## src/rtl/fpu_ss_writeback.sv

```systemverilog
// Writeback stage of the FPU subsystem: routes FPU results and load data to the
// FP register file, and integer results / load errors to the core via a small FIFO.
module fpu_ss_writeback #(
    parameter int RESULT_DEPTH = 2,
    parameter int X_ID_WIDTH   = 4
) (
    input  logic                    clk_i,
    input  logic                    rst_ni,
    input  logic                    fpu_out_valid_i,
    output logic                    fpu_out_ready_o,
    input  logic [31:0]             fpu_result_i,
    input  logic [9:0]              fpu_tag_i,
    input  logic [4:0]              fpu_status_i,
    input  logic                    mem_result_valid_i,
    input  logic [31:0]             mem_rdata_i,
    input  logic [4:0]              mem_rd_i,
    input  logic [3:0]              mem_id_i,
    input  logic                    mem_err_i,
    output logic                    fpr_we_o,
    output logic [4:0]              fpr_waddr_o,
    output logic [31:0]             fpr_wdata_o,
    output logic                    fflags_we_o,
    output logic [4:0]              fflags_o,
    output logic                    x_result_valid_o,
    input  logic                    x_result_ready_i,
    output logic [X_ID_WIDTH+45:0]  x_result_o,
    output logic                    overflow_o
);

    // x_result_o packs {id, data, rd, we, float, exc, exccode}, MSB first.
    typedef struct packed {
        logic [X_ID_WIDTH-1:0] id;
        logic [31:0]           data;
        logic [4:0]            rd;
        logic                  we;
        logic                  is_float;
        logic                  exc;
        logic [5:0]            exccode;
    } x_result_t;

    localparam int PTR_W = (RESULT_DEPTH > 1) ? $clog2(RESULT_DEPTH) : 1;
    localparam int CNT_W = $clog2(RESULT_DEPTH + 1);
    localparam logic [CNT_W-1:0] DEPTH_CNT    = CNT_W'(RESULT_DEPTH);
    localparam logic [CNT_W-1:0] INT_LIMIT    = CNT_W'(RESULT_DEPTH - 1);
    localparam logic [PTR_W-1:0] LAST_PTR     = PTR_W'(RESULT_DEPTH - 1);
    localparam logic [5:0]       LOAD_FAULT   = 6'd5;

    function automatic logic [PTR_W-1:0] ptr_next(input logic [PTR_W-1:0] p);
        return (p == LAST_PTR) ? '0 : p + PTR_W'(1);
    endfunction

    x_result_t              entries [RESULT_DEPTH];
    logic [PTR_W-1:0]       rptr_q, wptr_q, wptr_second, wptr_d;
    logic [CNT_W-1:0]       count_q, count_d;

    logic [4:0]             tag_addr;
    logic                   tag_is_fp;
    logic [3:0]             tag_id;
    logic                   fpu_fire, fp_fire, fpu_push;
    logic                   load_ok, err_req, err_push, err_drop, pop;
    x_result_t              err_entry, int_entry;

    assign tag_addr  = fpu_tag_i[9:5];
    assign tag_is_fp = fpu_tag_i[4];
    assign tag_id    = fpu_tag_i[3:0];

    // Valid/ready: a transfer happens on any cycle where valid & ready are both high.
    // FP results yield the regfile port to loads; integer results leave one FIFO
    // slot free so a load error can always be queued.
    assign fpu_out_ready_o = tag_is_fp ? !mem_result_valid_i : (count_q < INT_LIMIT);
    assign fpu_fire        = fpu_out_valid_i && fpu_out_ready_o;
    assign fp_fire         = fpu_fire && tag_is_fp;
    assign fpu_push        = fpu_fire && !tag_is_fp;

    assign pop      = (count_q != '0) && x_result_ready_i;
    assign load_ok  = mem_result_valid_i && !mem_err_i;
    assign err_req  = mem_result_valid_i && mem_err_i;
    assign err_push = err_req && ((count_q < DEPTH_CNT) || pop);
    assign err_drop = err_req && !err_push;

    always_comb begin
        err_entry          = '0;
        err_entry.id       = X_ID_WIDTH'(mem_id_i);
        err_entry.rd       = mem_rd_i;
        err_entry.is_float = 1'b1;
        err_entry.exc      = 1'b1;
        err_entry.exccode  = LOAD_FAULT;

        int_entry          = '0;
        int_entry.id       = X_ID_WIDTH'(tag_id);
        int_entry.data     = fpu_result_i;
        int_entry.rd       = tag_addr;
        int_entry.we       = 1'b1;
    end

    // The load error takes the earlier slot when both pushes land together.
    assign wptr_second = err_push ? ptr_next(wptr_q) : wptr_q;
    assign wptr_d      = fpu_push ? ptr_next(wptr_second) : wptr_second;
    assign count_d     = count_q + CNT_W'(err_push) + CNT_W'(fpu_push) - CNT_W'(pop);

    always_ff @(posedge clk_i) begin
        if (err_push) entries[wptr_q]      <= err_entry;
        if (fpu_push) entries[wptr_second] <= int_entry;
    end

    always_ff @(posedge clk_i or negedge rst_ni) begin
        if (!rst_ni) begin
            rptr_q  <= '0;
            wptr_q  <= '0;
            count_q <= '0;
        end else begin
            wptr_q  <= wptr_d;
            count_q <= count_d;
            if (pop) rptr_q <= ptr_next(rptr_q);
        end
    end

    // Empty FIFO presents zeros so stale storage never leaks out.
    assign x_result_valid_o = (count_q != '0);
    assign x_result_o       = x_result_valid_o ? entries[rptr_q] : '0;

    always_ff @(posedge clk_i or negedge rst_ni) begin
        if (!rst_ni) begin
            fpr_we_o    <= 1'b0;
            fpr_waddr_o <= '0;
            fpr_wdata_o <= '0;
            fflags_we_o <= 1'b0;
            fflags_o    <= '0;
            overflow_o  <= 1'b0;
        end else begin
            fpr_we_o    <= load_ok || fp_fire;
            fflags_we_o <= fpu_fire;
            if (load_ok) begin
                fpr_waddr_o <= mem_rd_i;
                fpr_wdata_o <= mem_rdata_i;
            end else if (fp_fire) begin
                fpr_waddr_o <= tag_addr;
                fpr_wdata_o <= fpu_result_i;
            end
            if (fpu_fire) fflags_o <= fpu_status_i;
            if (err_drop) overflow_o <= 1'b1;
        end
    end

endmodule

```

## config.mk

```make
export PLATFORM = sky130hd
export DESIGN_NAME = fpu_ss_writeback
export DESIGN_NICKNAME = d
export VERILOG_FILES = /design/src/rtl/fpu_ss_writeback.sv
export SDC_FILE = /design/constraint.sdc
export NUM_CORES = 1
export LEC_CHECK = 0
export BUFFER_PORTS_ARGS = -buffer_cell sky130_fd_sc_hd__buf_2
export CAP_MARGIN = 20
export CORE_MARGIN = 1.5
export CORE_UTILIZATION = 45
export CTS_BUF_LIST = sky130_fd_sc_hd__clkbuf_8
export DETAILED_ROUTE_END_ITERATION = 6
export PLACE_DENSITY = 0.81
export SYNTH_ARGS = -nofsm -noshare
export SYNTH_HDL_FRONTEND = slang
export SYNTH_SLANG_ARGS = --single-unit
```

## constraint.sdc

```tcl
create_clock -name clk_i -period 3.1 [get_ports clk_i]
set_input_delay 0.31 -clock clk_i [delete_from_list [all_inputs] [get_ports clk_i]]
set_output_delay 0.31 -clock clk_i [all_outputs]
set_load 0.02 [all_outputs]
```

==> metrics <==
status finished, violations left; failing checks hold timing; Overflow after GRT 0; worst path buffer plus inverter count 2; Synth Register Bits 135; mean routed wirelength per cell 15.60 um; P_leak 3.802 nW; Setup TNS 0 ps; share of the yosys chip area belonging to registers 59.98%; Tot Pwr 5.869 mW; Detail Route Antenna Nets 0; CTS Buf Count 17; Die ar. 0.01468 mm2; CP endpoint kind register; share of cells above drive strength 1 33.05%; Iteration-0 DRC Markers 168; critical-path cell list nor2b_1 > nor2_1 > buf_4 > ha_1 > inv_1 > ha_2 > o21ai_0; postcts setup bufs 0; DRT Pass-1 Iters 6; worst skew pair latency 440 ps; die height 121.2 um; GRT Total Usage 19.84%; top post-synthesis cells by count edfxtp_1, mux2i_1, and2_1, nand2_1; Clk Tree Root Cell clkbuf_8; fill cell count 1,150; CTS Sinks 135; Die W 121.2 um; vias after detailed routing 4,446; pwr dens 761.7 mW/mm2; Hold Path Class in -> async; FF+latch area 0.003770 mm2; fin crit period 2513 ps; IR drop worst, VDD 0.7075 mV; H-Tree Depth 4; Post-synth EDFFs 82; Final Util 57.27%; Setup violations, final 0; Setup crit start count_q[1]; initial core utilization 46.71%; Bufs on Longest Clock Path 2; # DRC 0; most common cell in the netlist edfxtp_1; Critical Path Source Type register; Final Skew 9.344 ps; slowest stage delay, CP 720 ps; critical path class reg -> reg; Fin Hold WS -23.55 ps; DP HPWL 9.838 mm; area of the multi-input gates 0.002271 mm2; Area Growth Syn to Fin 22.62%; Final period util 81.06%; area share of the largest cell type after synthesis 39.19%; global-route wire length before repair 22.10 mm; vias in the first global route 4,441; area leader, netlist edfxtp_1; ys async rst share 36.30%; Syn Inst Count 522; ys flop type edfxtp_1; Max Slew Vio Count 0; vias per std cell 4.990; antenna violations before repair 1; syn_area_per_cell 12.04 um2; RSZ-0062 raised after global routing false; Post-DP Area 0.007345 mm2; Synth Cell Area 0.006284 mm2; WP data arrival 2660 ps; cell family with most CP delay adder cells; RR Startpoint count_q[1]; RD Place Congestion 0.7314; post-route cell area 0.007705 mm2; Critical-path top delay cell ha_2; synth warn 0; Post-CTS Hold Buffers 0; Resized Gates After CTS 0; IO buf count 186; Worst Path Required 3250 ps; CP Max Fanout 52; final hold violation count 19; CTS tree done; top post-synthesis cells by area edfxtp_1, dfrtp_1, mux2i_1; routed wire length 13.90 mm; Slew headroom 41.68%; synth unique cells 30; num ports 191; max-cap violation count 0; Peak Freq 398.0 MHz; # nets final 803; Slew @ Worst Pin 874.8 ps; core box area 0.01345 mm2; largest net degree at the start of global routing 75; Rows 42; Clk pin slew, worst setup/hold paths 70 ps
-- stage by stage --
step                setup WS, ps  cells
global route               408.8    890
detailed placement         547.0    858
CTS                        547.3    890
floorplan                  657.6    525
finish                     587.3    891
global placement           669.9    858
-- layer usage --
layer | up-vias | GRT usage (%) | wire, um
met1 | 2123 | 25.19 | 5877
met2 | 165 | 32.88 | 6809
li1 | 2132 | - | -
met3 | 26 | 5.075 | 973
met5 | - | 0 | 0
met4 | 0 | 7.279 | 238
-- cell usage in the layout, fill, tap and decap left out, types with 4 or more instances in the layout --
master / n
buf_2: 186
edfxtp_1: 82
mux2i_1: 81
and2_1: 65
nand2_1: 58
nor2_1: 49
dfrtp_1: 48
o21ai_0: 44
inv_1: 17
clkbuf_8: 17
buf_4: 9
a22o_1: 8
mux2_4: 5
o21ai_1: 4
ha_1: 4
conb_1: 4
clkinv_2: 4
dfxtp_1: 4
-- power by group --
part	internal (mW)	switching, mW	total, mW
Sequential	2.24	0.180	2.42
Combinational	0.781	1.33	2.12
Clock	0.689	0.643	1.33
Total	3.71	2.16	5.87
-- path summary, 6_finish.rpt --
path,endpoint,depth (start not counted),slack [ps]
min in group clk_i,fpr_wdata_o[18],3,80
max in group asynchronous,fpr_waddr_o[0],2,2400
setup reg to reg,entries[1][43],7,590
hold / removal,fpr_wdata_o[27],1,-20
setup / recovery,entries[1][43],7,590
hold reg to reg,entries[0][4],1,460
-- state kept, by name (all words and copies together), names as in the netlist --
register / count
entries: 86
fpr_wdata_o: 32
fflags_o: 5
fpr_waddr_o: 5
count_q: 2
fflags_we_o: 1
fpr_we_o: 1
overflow_o: 1
rptr_q: 1
wptr_q: 1
-- kinds of logic (layout without fill, tap and decap cells) --
kind of cell             after synthesis  after routing  share of synthesized area (%)
AND/OR/NAND/NOR                      178            178                          13.80
flip-flops                           135            135                          59.98
multiplexers                          86             86                          14.10
AO/OA/AOI/OAI                         59             59                          5.317
buffers and inverters                 52            241                          4.381
adder cells (fa/ha/maj)                8              8                          1.951
XOR/XNOR                               3              3                         0.4182
other                                  1              5                        0.05968
-- layout make-up --
type / instances / area share (%)
diodes: 1 / 0.03248
clock buffers: 17 / 3.037
clock inverters: 15 / 1.608
inverters: 12 / 0.5846
multi-input cells: 338 / 29.47
flip-flops and latches: 135 / 48.93
well taps: 176 / 2.858
repair buffers: 197 / 13.48
-- worst reg2reg max path, cell delays in order (launching register included) --
cell and delay, ps:
dfrtp_1 480, nor2b_1 210, nor2_1 70, buf_4 160
ha_1 290, inv_1 70, ha_2 720, o21ai_0 240
No activity file was read; power rests on OpenSTA's default activity.
